$ cat src/rtl/neureka_colpres_accum_if.sv
// Valid/ready stream bundle used for the column result input and the accumulator drain output.
interface hwpe_stream_intf_stream #(
  parameter int unsigned DATA_WIDTH = 32
);
  logic                      valid;
  logic                      ready;
  logic [DATA_WIDTH-1:0]     data;
  logic [DATA_WIDTH/8-1:0]   strb;

  modport source (output valid, output data, output strb, input ready);
  modport sink   (input valid, input data, input strb, output ready);
endinterface

$ cat src/rtl/neureka_colpres_accum.sv
// Accumulates sign-extended column partial results into N_ACC spatial accumulators over
// a programmed number of iterations, then drains them in position order.
module neureka_colpres_accum #(
  // QA_IN(8) + clog2(COLUMN_SIZE=9) + QA_16BIT(8) + 8
  parameter int unsigned PRES_WIDTH = 28,
  parameter int unsigned ACC_WIDTH  = 32,
  parameter int unsigned N_ACC      = 9,
  parameter int unsigned ITER_W     = 8,
  localparam int unsigned POS_W     = (N_ACC > 1) ? $clog2(N_ACC) : 1
) (
  input  logic                   clk_gated,
  input  logic                   rst_ni,
  input  logic                   enable_i,
  input  logic                   clear_i,
  hwpe_stream_intf_stream.sink   col_pres_i,
  hwpe_stream_intf_stream.source acc_o,
  input  logic                   start_i,
  input  logic [POS_W-1:0]       n_pos_m1_i,
  input  logic [ITER_W-1:0]      n_iter_m1_i,
  output logic                   busy_o,
  output logic                   done_o
);

  typedef enum logic [1:0] {IDLE, ACCUM, DRAIN} state_t;

  state_t                r_state;
  state_t                w_state_nxt;
  logic [ACC_WIDTH-1:0]  r_acc [N_ACC];
  logic [POS_W-1:0]      r_pos;
  logic [ITER_W-1:0]     r_iter;
  logic [POS_W-1:0]      r_n_pos_m1;
  logic [ITER_W-1:0]     r_n_iter_m1;
  logic                  r_done;

  logic                  w_in_rdy;
  logic                  w_out_vld;
  logic                  w_in_hs;
  logic                  w_out_hs;
  logic                  w_last_pos;
  logic                  w_last_iter;
  logic [POS_W-1:0]      w_n_pos_m1_sat;
  logic signed [PRES_WIDTH-1:0] w_pres;
  logic [ACC_WIDTH-1:0]  w_sext;
  logic [ACC_WIDTH-1:0]  w_acc_sel;

  // Position counts beyond the accumulator bank collapse onto the last accumulator.
  assign w_n_pos_m1_sat = (32'(n_pos_m1_i) >= N_ACC) ? POS_W'(N_ACC - 1) : n_pos_m1_i;

  assign w_pres      = col_pres_i.data[PRES_WIDTH-1:0];
  assign w_sext      = ACC_WIDTH'(w_pres);
  assign w_last_pos  = (r_pos == r_n_pos_m1);
  assign w_last_iter = (r_iter == r_n_iter_m1);
  assign w_in_hs     = w_in_rdy & col_pres_i.valid;
  assign w_out_hs    = w_out_vld & acc_o.ready;
  assign w_acc_sel   = (32'(r_pos) < N_ACC) ? r_acc[r_pos] : '0;

  always_comb begin
    w_state_nxt = r_state;
    w_in_rdy    = 1'b0;
    w_out_vld   = 1'b0;
    case (r_state)
      IDLE: begin
        if (start_i && enable_i) w_state_nxt = ACCUM;
      end
      ACCUM: begin
        w_in_rdy = enable_i;
        if (w_in_rdy && col_pres_i.valid && w_last_pos && w_last_iter) w_state_nxt = DRAIN;
      end
      DRAIN: begin
        w_out_vld = enable_i;
        if (w_out_vld && acc_o.ready && w_last_pos) w_state_nxt = IDLE;
      end
      default: w_state_nxt = IDLE;
    endcase
    if (clear_i) w_state_nxt = IDLE;
  end

  // Transitions already require enable_i via start or a handshake, so no extra gating here.
  always_ff @(posedge clk_gated or negedge rst_ni) begin
    if (!rst_ni) r_state <= IDLE;
    else         r_state <= w_state_nxt;
  end

  always_ff @(posedge clk_gated or negedge rst_ni) begin
    if (!rst_ni) begin
      for (int i = 0; i < N_ACC; i++) r_acc[i] <= '0;
      r_pos       <= '0;
      r_iter      <= '0;
      r_n_pos_m1  <= '0;
      r_n_iter_m1 <= '0;
      r_done      <= 1'b0;
    end else if (clear_i) begin
      for (int i = 0; i < N_ACC; i++) r_acc[i] <= '0;
      r_pos       <= '0;
      r_iter      <= '0;
      r_n_pos_m1  <= '0;
      r_n_iter_m1 <= '0;
      r_done      <= 1'b0;
    end else if (enable_i) begin
      r_done <= 1'b0;
      case (r_state)
        IDLE: begin
          if (start_i) begin
            for (int i = 0; i < N_ACC; i++) r_acc[i] <= '0;
            r_pos       <= '0;
            r_iter      <= '0;
            r_n_pos_m1  <= w_n_pos_m1_sat;
            r_n_iter_m1 <= n_iter_m1_i;
          end
        end
        ACCUM: begin
          if (w_in_hs) begin
            r_acc[r_pos] <= r_acc[r_pos] + w_sext;
            if (w_last_pos) begin
              r_pos  <= '0;
              r_iter <= r_iter + 1'b1;
            end else begin
              r_pos  <= r_pos + 1'b1;
            end
          end
        end
        DRAIN: begin
          if (w_out_hs) begin
            if (w_last_pos) begin
              r_pos  <= '0;
              r_done <= 1'b1;
            end else begin
              r_pos  <= r_pos + 1'b1;
            end
          end
        end
        default: ;
      endcase
    end
  end

  assign col_pres_i.ready = w_in_rdy;
  assign acc_o.valid      = w_out_vld;
  assign acc_o.data       = w_acc_sel;
  assign acc_o.strb       = '1;
  assign busy_o           = (r_state != IDLE);
  assign done_o           = r_done;

endmodule

$ cat src/flat_wrapper.sv
// flat-port wrapper written by rule: the top's interface ports become plain ports
module neureka_colpres_accum_flat 
#(
                                                      
  parameter int unsigned PRES_WIDTH = 28,
  parameter int unsigned ACC_WIDTH  = 32,
  parameter int unsigned N_ACC      = 9,
  parameter int unsigned ITER_W     = 8,
  localparam int unsigned POS_W     = (N_ACC > 1) ? $clog2(N_ACC) : 1
)
  (clk_gated, rst_ni, enable_i, clear_i, start_i, n_pos_m1_i, n_iter_m1_i, busy_o, done_o, col_pres_i_valid, col_pres_i_data, col_pres_i_strb, col_pres_i_ready, acc_o_valid, acc_o_data, acc_o_strb, acc_o_ready);
  hwpe_stream_intf_stream #(.DATA_WIDTH((28))) col_pres_i_i ();
  hwpe_stream_intf_stream #(.DATA_WIDTH((32))) acc_o_i ();
  input  logic clk_gated;
  input  logic rst_ni;
  input  logic enable_i;
  input  logic clear_i;
  input  logic start_i;
  input  logic [POS_W-1:0] n_pos_m1_i;
  input  logic [ITER_W-1:0] n_iter_m1_i;
  output logic busy_o;
  output logic done_o;
  input wire logic [$bits(col_pres_i_i.valid)-1:0] col_pres_i_valid;
  input wire logic [$bits(col_pres_i_i.data)-1:0] col_pres_i_data;
  input wire logic [$bits(col_pres_i_i.strb)-1:0] col_pres_i_strb;
  output wire logic [$bits(col_pres_i_i.ready)-1:0] col_pres_i_ready;
  output wire logic [$bits(acc_o_i.valid)-1:0] acc_o_valid;
  output wire logic [$bits(acc_o_i.data)-1:0] acc_o_data;
  output wire logic [$bits(acc_o_i.strb)-1:0] acc_o_strb;
  input wire logic [$bits(acc_o_i.ready)-1:0] acc_o_ready;
  assign col_pres_i_i.valid = col_pres_i_valid;
  assign col_pres_i_i.data = col_pres_i_data;
  assign col_pres_i_i.strb = col_pres_i_strb;
  assign col_pres_i_ready = col_pres_i_i.ready;
  assign acc_o_valid = acc_o_i.valid;
  assign acc_o_data = acc_o_i.data;
  assign acc_o_strb = acc_o_i.strb;
  assign acc_o_i.ready = acc_o_ready;
  neureka_colpres_accum #(.PRES_WIDTH(PRES_WIDTH), .ACC_WIDTH(ACC_WIDTH), .N_ACC(N_ACC), .ITER_W(ITER_W)) u_core (.clk_gated(clk_gated), .rst_ni(rst_ni), .enable_i(enable_i), .clear_i(clear_i), .col_pres_i(col_pres_i_i), .acc_o(acc_o_i), .start_i(start_i), .n_pos_m1_i(n_pos_m1_i), .n_iter_m1_i(n_iter_m1_i), .busy_o(busy_o), .done_o(done_o));
endmodule
$ cat config.mk
export PLATFORM = sky130hd
export DESIGN_NAME = neureka_colpres_accum_flat
export DESIGN_NICKNAME = d
export VERILOG_FILES = /design/src/rtl/neureka_colpres_accum_if.sv /design/src/rtl/neureka_colpres_accum.sv /design/src/flat_wrapper.sv
export SDC_FILE = /design/constraint.sdc
export NUM_CORES = 1
export LEC_CHECK = 0
export CAP_MARGIN = 20
export CORE_MARGIN = 2
export CORE_UTILIZATION = 55
export CTS_CLUSTER_SIZE = 20
export DETAILED_ROUTE_END_ITERATION = 8
export GPL_TIMING_DRIVEN = 0
export PLACE_DENSITY_LB_ADDON = 0.12
export SLEW_MARGIN = 20
export SYNTH_ARGS = -nofsm -noshare
export SYNTH_HDL_FRONTEND = slang
export SYNTH_SLANG_ARGS = --single-unit
export TNS_END_PERCENT = 1
$ cat constraint.sdc
create_clock -name clk_gated -period 3.7 [get_ports clk_gated]
set_input_delay 0.74 -clock clk_gated [delete_from_list [all_inputs] [get_ports clk_gated]]
set_output_delay 0.74 -clock clk_gated [all_outputs]
set_load 0.05 [all_outputs]
# Word-level counts from Yosys, hierarchy flattened
# Index checks and enable logic that the tools add are counted.
dict set report op_classes {
  n_addsub 3
  n_mul 0
  div_mod_pow 0
  magnitude_cmp 4
  eq_ne 11
  n_shift 0
  muxes 46
  bitwise_logic 3
  reduce_logical 19
}
# op n
set op_table {}
lappend op_table {{two-way mux 288 bit} 4}
lappend op_table {{one-hot mux 288 bit (2 select lines)} 1}
lappend op_table {{bitwise mux 288 bit} 1}
lappend op_table {{binary-select mux 32 bit (select 4 bit)} 1}
lappend op_table {{demux 32 bit (select 4 bit)} 1}
lappend op_table {{two-way mux 32 bit} 4}
lappend op_table {{two-way mux 8 bit} 9}
lappend op_table {{two-way mux 4 bit} 11}
lappend op_table {{adder 32 bit} 1}
lappend op_table {{inequality test 3 x 2 -> 1 bit, second input constant} 6}
lappend op_table {{one-hot mux 8 bit (2 select lines)} 1}
lappend op_table {{one-hot mux 4 bit (3 select lines)} 1}
lappend op_table {{AND reduction 5 bit} 2}
lappend op_table {{adder 8 x 1 -> 8 bit, second input constant} 1}
lappend op_table {{== test 8 bit} 1}
lappend op_table {{two-way mux 2 bit} 4}
lappend op_table {{nonzero test 2 bit} 4}
lappend op_table {{logical AND 1 bit} 7}
lappend op_table {{two-way mux 1 bit} 7}
lappend op_table {{one-hot mux 2 bit (3 select lines)} 1}
lappend op_table {{AND reduction 3 bit} 2}
lappend op_table {{greater-or-equal comparator 5 bit, second input constant} 1}
lappend op_table {{< comparator 5 x 1 -> 1 bit, second input constant} 1}
lappend op_table {{NOT 4 -> 5 bit} 1}
lappend op_table {{other kinds (12)} 13}
dict set report word_totals {
  register_bits 315
  latch_bits 0
  ram_bits 0
  rom_bits 0
  inputBits 50
  output_inout_bits 40
  wordCells 101
  n_memories 0
}

# Depth between registers and ports, before layout
# Gate-level depths: netlist (run 1).
dict set report logic_depth {
  ltp_word 10
  ltp_mapped 18
  mapped_depth_nobuf 14
}

# Least setup slack after synthesis (run 1)
# No wires, ideal clock.
dict set report synth_path {
  path_type {register to register}
  start {register u_core.r_pos[2]}
  end {register u_core.r_acc[122] (netlist name)}
  setup_ns 0.068
  arrival_ns 3.933
  slack_ns -0.301
  path_stages_with_launch 19
  n_path_buf 4
  synth_period_minus_slack_ns 4.001
  path_cell_list {dfrtp_1 buf_2 buf_2 buf_2 buf_2 mux2i_1 nor2_1 a21oi_1 o22ai_1 ha_1 inv_1 fa_1 and2b_1 o211ai_2 a31o_4 a31oi_4 mux2_2 a221oi_4 a32o_1}
}
dict set report synth_via {
  elab_chain_cells 10
  word_cells_on_any_way 15
  cone_classes {add/sub: 1; order compare: 2; mux: 10; bitwise: 1; reduce/logical: 1}
}
# element line
set synth_rtl {}
lappend synth_rtl {{start: declaration} neureka_colpres_accum.sv:29} ;# logic [POS_W-1:0] r_pos;
lappend synth_rtl {{start signal: assignment} neureka_colpres_accum.sv:118} ;# r_pos <= r_pos + 1'b1;
lappend synth_rtl {{start signal: assignment} neureka_colpres_accum.sv:128} ;# r_pos <= r_pos + 1'b1;
lappend synth_rtl {{NOT 4 -> 5 bit (implied by the code) *} neureka_colpres_accum.sv:113} ;# r_acc[r_pos] <= r_acc[r_pos] + w_sext;
lappend synth_rtl {{binary-select mux 32 bit (select 4 bit), or another cell as far along} neureka_colpres_accum.sv:113}
lappend synth_rtl {{two-way mux 32 bit (implied by the code) / logical AND 1 bit (equally long branches)} neureka_colpres_accum.sv:113}
lappend synth_rtl {{two-way mux 32 bit (implied by the code)} neureka_colpres_accum.sv:113}
lappend synth_rtl {{adder 32 bit / demux 32 bit (select 4 bit) (equally long branches)} neureka_colpres_accum.sv:113}
lappend synth_rtl {{bitwise mux 288 bit *} neureka_colpres_accum.sv:113}
lappend synth_rtl {{two-way mux 288 bit *} neureka_colpres_accum.sv:112} ;# if (w_in_hs) begin
lappend synth_rtl {{one-hot mux 288 bit (2 select lines) *} neureka_colpres_accum.sv:101} ;# case (r_state)
lappend synth_rtl {{two-way mux 288 bit *} neureka_colpres_accum.sv:99} ;# end else if (enable_i) begin
lappend synth_rtl {{two-way mux 288 bit *} neureka_colpres_accum.sv:92} ;# end else if (clear_i) begin
lappend synth_rtl {{end signal: indexed assignment} neureka_colpres_accum.sv:113}
lappend synth_rtl {{end: declaration} neureka_colpres_accum.sv:28} ;# logic [ACC_WIDTH-1:0] r_acc [N_ACC];
# Every way passes the cells marked *; elsewhere a longest branch is shown, timed or not. The select of a mux whose other input is x is not followed.
# A chain may end at the register's enable or synchronous reset.

# Final worst setup path (run 1)
dict set report layout_path {
  start {register u_core.r_pos[2]}
  end {register u_core.r_acc[250] (netlist name)}
}
# The elaborated chain is that of the path after synthesis.

==> run metrics, run 1 <==
status finished with violations; violated checks negative setup slack; largest net degree at the start of global routing 102; EDFF count, synth 0; synth cell count leaders dfrtp_1 (315), a22o_1 (190), nand2_1 (165); core area 0.03035 sq mm; all-layer global routing usage 0.3500; initial antenna violation count 0; WP data required 4.15 ns; PnR worst setup slack -0.3691 ns; unrepaired setup endpoints after global routing true; pre-CTS setup slack -1.473 ns; area leader, netlist dfrtp_1; Routed Antenna Nets 0; TritonCTS clock tree built; Achievable Freq 245.8 MHz; switching fraction of total power 0.3227; max_cap viols 0; later-pin clock latency in the skew report 0.52 ns; top_reg_cell synth dfrtp_1; worst-margin pin slew 1.104 ns; Post-Syn Instances 1627; # IOs 90; Pins Over Slew Limit 0; CP max FO 6; Post-DP HPWL 37.96 mm; unique cell type count in the Yosys netlist 78; Layout Skew 0.02250 ns; First-pass DRT Iterations 5; DIE WIDTH 179.0 um; total power 9754 uW; 1st-iter DRT viols 1615; fin crit period 4.069 ns; peak supply drop 431.3 uV; final non-filler cell area 0.02159 sq mm; Avg Synthesized Cell Area 10.35 sq um; DRC viols 0; startpoint types flop; layout cells sized above 1 0.2282; clock slew at reported path FFs 0.06 ns; Worst Setup End Kind flop; register area share after synthesis 0.4680; die area 0.03204 sq mm; combinational fraction of design power 0.251; clock power share 0.388; GP Congestion 0.9303; Port Buffers 81; nets 1917; Post-Place Cell Area 0.01829 sq mm; Longest Clk Path Bufs 3; CTS Root Cell clkbuf_16; Vias 14990; Initial Utilization 0.5550; post-synth top area share 0.4680; Area contributors post-synth dfrtp_1 (47%), a22o_1 (9.9%), mux4_2 (4.3%); CP arrival 4.52 ns; H-tree Lvls 2; total inserted antenna cells 0; post-synthesis async set-or-reset flop share 1.000; total clock sinks 315; drt via density 6.675; count of hold-fix buffers inserted at cts 0; Hold Fails Final Rpt 0; Avg WL per Cell 25.33 um; flops & latches, synth 315; die height 179.0 um; Hold Crit Class input pin to asynchronous set/reset pin; PwrDens 451.7 mW/mm^2; Worst slew margin 0.2614; part of the cycle the worst path needs 1.100; Yosys warnings 0; setup slack, reg-to-reg -0.37 ns; P_sw 3148 uW; vias in the first global route 14330; Final Setup Violations 179; Flop pwr share 0.361; critical path class flop to flop; Pleak 0.009571 uW; total CTS buffers 35; Routed WL 56.86 mm; cell depth of the worst flop-to-flop path 20; Synth Cell Area 0.01684 sq mm; first-pass GRT wire length 84.94 mm; Pint 6606 uW; Overflow after GRT 0; Row Count 64; most frequent cell after synthesis dfrtp_1; synth-to-layout area growth 28.20%
==> worst max-delay path, stage by stage (launching register included) <==
cell	delay (ns)
dfrtp_1	0.37
buf_6	0.14
buf_12	0.14
buf_12	0.14
buf_12	0.14
mux2i_1	0.12
nor2_1	0.14
a21oi_1	0.08
o22ai_2	0.15
ha_2	0.23
inv_2	0.05
fa_2	0.37
and2b_2	0.27
o211ai_4	0.10
a31o_4	0.25
a31oi_4	0.27
buf_6	0.15
mux2_4	0.30
a221oi_4	0.24
buf_6	0.17
a32o_1	0.16
==> path summary, 6_finish.rpt <==
path                                  start           endpoint
min in group clk_gated     u_core.r_acc[14]   u_core.r_acc[14]
setup reg to reg            u_core.r_pos[2]  u_core.r_acc[250]
hold / removal                       rst_ni    u_core.r_acc[8]
max in group asynchronous            rst_ni   u_core.r_acc[61]
setup / recovery            u_core.r_pos[2]  u_core.r_acc[250]
hold reg to reg            u_core.r_acc[14]   u_core.r_acc[14]
==> state kept, by name (all words and copies together), names as in the netlist <==
signal and count:
u_core.r_state 2, u_core.r_n_pos_m1 4, u_core.done_o 1, u_core.r_n_iter_m1 8, u_core.r_iter 8, u_core.r_pos 4, u_core.r_acc 288
==> layout by cell type (no fill, tap or decap), drive strengths merged, types with 32 or more instances in the layout <==
cell and n:
dfrtp 315, a22o 190, nand2 166, clkbuf 144, buf 128, nor2 117
a21oi 117, o21ai 109, mux2i 70, clkdlybuf4s50 48, ha 41, and2 39
mux4 32, o22ai 32
==> power groups by stage <==
stage	clock network, uW	registers, uW	logic (uW)
6_report	3790	3520	2440
5_1_grt	3950	3530	2570
4_1_cts	3800	3520	2300
3_5_place_dp	0	3580	2010
3_3_place_gp	0	3590	1980
2_1_floorplan	0	3580	1230
==> layer usage <==
layer	wire length, um	global-route usage
met5	0	0
met4	2875	0.1467
met3	4311	0.04432
met2	26360	0.5545
met1	23310	0.4884
==> stage by stage <==
step           std cells  TNS (ns)    util  hold WS, ns
2_1_floorplan       1630         0       -       0.4444
5_1_grt             2245    -50.83  0.7115       0.2615
3_5_place_dp        2110   -244.29  0.6026       0.4703
4_1_cts             2222    -27.48  0.6937       0.2522
6_report            2245    -31.55  0.7115       0.1990
3_3_place_gp        2107  -3896.43  0.5997       0.4571
==> area by class of cell <==
type / count / area, sq um
Multi-Input combinational cell: 1164 / 9429
Fill cell: 2215 / 8757
Sequential cell: 315 / 7884
Timing Repair Buffer: 162 / 1665
Clock buffer: 49 / 1060
Buffer: 128 / 783.3
Tap cell: 396 / 495.5
Clock inverter: 12 / 203.9
Inverter: 19 / 71.32
==> kinds of logic after synthesis <==
group,count (synthesis),share of synthesized area
other,1,0.0002227
and+or+nand+nor,427,0.1163
AOI/OAI and AO/OA,542,0.2339
adders and majority gates,42,0.03165
buffers and inverters,153,0.03811
DFF,315,0.4680
muxes,105,0.08640
xor gates and xnor gates,42,0.02541
==> what timing repair did <==
| action | 4_1_cts | 5_1_grt |
|---|---|---|
| setup buffers | 54 | 23 |
| endpoints found under the setup margin | 298 | 293 |
| resized for setup | 216 | 139 |
| pin swaps | 47 | 60 |
| cloned | 3 | 2 |
(Power assumes the default switching activity.)
==> run 2, diff against run 1 <==
- CORE_ASPECT_RATIO: unset -> 1.75
==> run metrics, run 2 (synthesis gave the netlist of run 1 again) <==
all-layer global routing usage 0.3803; die height 235.5 um; later-pin clock latency in the skew report 0.59 ns; startpoint types flop; Achievable Freq 236.0 MHz; Flop pwr share 0.374; max reg flops 288; largest net degree at the start of global routing 99; total inserted antenna cells 0; Pint 6169 uW; clock slew at reported path FFs 0.07 ns; max_cap viols 0; Avg WL per Cell 28.23 um; H-tree Lvls 1; fin crit period 4.238 ns; final non-filler cell area 0.02157 sq mm; peak supply drop 444.9 uV; count of hold-fix buffers inserted at cts 0; dpl cells 2101; worst-margin pin slew 1.092 ns; CP arrival 4.76 ns; Worst Setup End Kind flop; # IOs 90; CP max FO 9; unrepaired setup endpoints after global routing true; most common cell after layout, fill and taps aside dfrtp_1; Hold Crit Class input pin to asynchronous set/reset pin; Longest Clk Path Bufs 3; PnR worst setup slack -0.5377 ns; status finished with violations; Vias 15060; combinational fraction of design power 0.270; 1st-iter DRT viols 1441; critical path class flop to flop; commonest cells after routing, fill and taps aside dfrtp_1 (313), a22o_1 (190), nand2_1 (159), nor2_1 (111), o21ai_0 (70); reg-to-reg startpoint u_core.r_pos[2]; setup slack, reg-to-reg -0.54 ns; Post-DP HPWL 41.38 mm; core area 0.03006 sq mm; initial antenna violation count 0; CTS Root Cell clkbuf_16; Routed WL 62.50 mm; clock power share 0.356; Overflow after GRT 0; vias in the first global route 15200; GP Congestion 0.9575; Row Count 84; worst hold slack 0.04095 ns; drt via density 6.804; Port Buffers 81; part of the cycle the worst path needs 1.145; biggest regs u_core.r_acc: 288 flops, u_core.r_iter: 8 flops, u_core.r_n_iter_m1: 8 flops; P_sw 3274 uW; TritonCTS clock tree built; layout cells sized above 1 0.2370; PwrDens 437.7 mW/mm^2; Post-Place Cell Area 0.01830 sq mm; final core occ 0.7177; total CTS buffers 29; WP data required 4.23 ns; total clock sinks 315; switching fraction of total power 0.3467; Initial Utilization 0.5603; violated checks negative setup slack; DIE WIDTH 136.3 um; Worst slew margin 0.2666; first-pass GRT wire length 91.31 mm; Hold Fails Final Rpt 0; Layout Cells excl Fill 2214; Pins Over Slew Limit 0; Pleak 0.009272 uW; cell depth of the worst flop-to-flop path 18; die area 0.03209 sq mm; synth-to-layout area growth 28.08%; Top reg by flops u_core.r_acc; Layout Skew 0.01013 ns; Final Setup Violations 244; reg-to-reg critical path endpoint u_core.r_acc[86]; nets 1897; First-pass DRT Iterations 6; Routed Antenna Nets 0; DRC viols 0
## run 2: metrics by stage
step	power, uW	TNS, ns	setup WS, ns
after floorplan	4810	0	0.01963
after global placement	5607	-3831.61	-11.37
after detailed placement	5633	-259.46	-1.650
after CTS	9235	-24.38	-0.2416
after global routing	9688	-117.43	-0.7804
final	9443	-76.19	-0.5377
## run 2: power by group through the flow
| stage | Clock, uW | Sequential, uW | Combinational (uW) |
|---|---|---|---|
| floorplan | 0 | 3580 | 1230 |
| global placement | 0 | 3600 | 2010 |
| detailed placement | 0 | 3590 | 2040 |
| CTS | 3350 | 3530 | 2350 |
| global route | 3490 | 3530 | 2660 |
| finish | 3360 | 3530 | 2550 |
## run 2: final cells by class
cell class                      count  area, sq um
Inverter                           19        71.32
Clock buffer                       36        792.0
Tap cell                          387        484.2
Timing Repair Buffer              150         1664
Clock inverter                     17        252.7
Fill cell                        2188         8487
Multi-Input combinational cell   1164         9630
Sequential cell                   315         7885
Buffer                            126        792.0
## run 2: what timing repair did
| item | 4_1_cts | 5_1_grt |
|---|---|---|
| gates cloned | 4 | 3 |
| resized for setup | 306 | 113 |
| endpoints found under the setup margin | 302 | 271 |
| setup buffers | 45 | 18 |
| pin swaps | 54 | 53 |
## run 2: worst max path at each step
stage          slack (ns)  depth (start not counted)             from           endpoint
2_1_floorplan        0.02                         18  u_core.r_pos[2]   u_core.r_acc[26]
3_3_place_gp       -11.37                          1           rst_ni   u_core.r_acc[93]
3_5_place_dp        -1.65                         14  u_core.r_pos[2]   u_core.r_acc[87]
4_1_cts             -0.24                         18  u_core.r_pos[2]  u_core.r_acc[282]
5_1_grt             -0.78                         18  u_core.r_pos[2]  u_core.r_acc[122]
6_report            -0.54                         18  u_core.r_pos[2]   u_core.r_acc[86]
## run 2: metal layers
layer	share of wire	vias to the layer above	track usage
met5	0	-	0
met4	0.11	0	0.3204
met3	0.073	311	0.06029
met2	0.48	908	0.6230
met1	0.34	7488	0.4266
li1	-	6356	-
## run 2: critical path: stages, from the launching register on
cell and delay (ns):
dfrtp_1 0.37, buf_6 0.13, buf_12 0.13, bufbuf_16 0.28
buf_16 0.16, mux2i_1 0.18, nor2_1 0.06, a21oi_1 0.44
o22ai_2 0.20, ha_1 0.36, buf_6 0.14, nand4_1 0.18
o22ai_4 0.24, o21ai_2 0.11, a31oi_4 0.24, buf_6 0.17
a221oi_2 0.07, xnor2_2 0.45, a22o_1 0.24
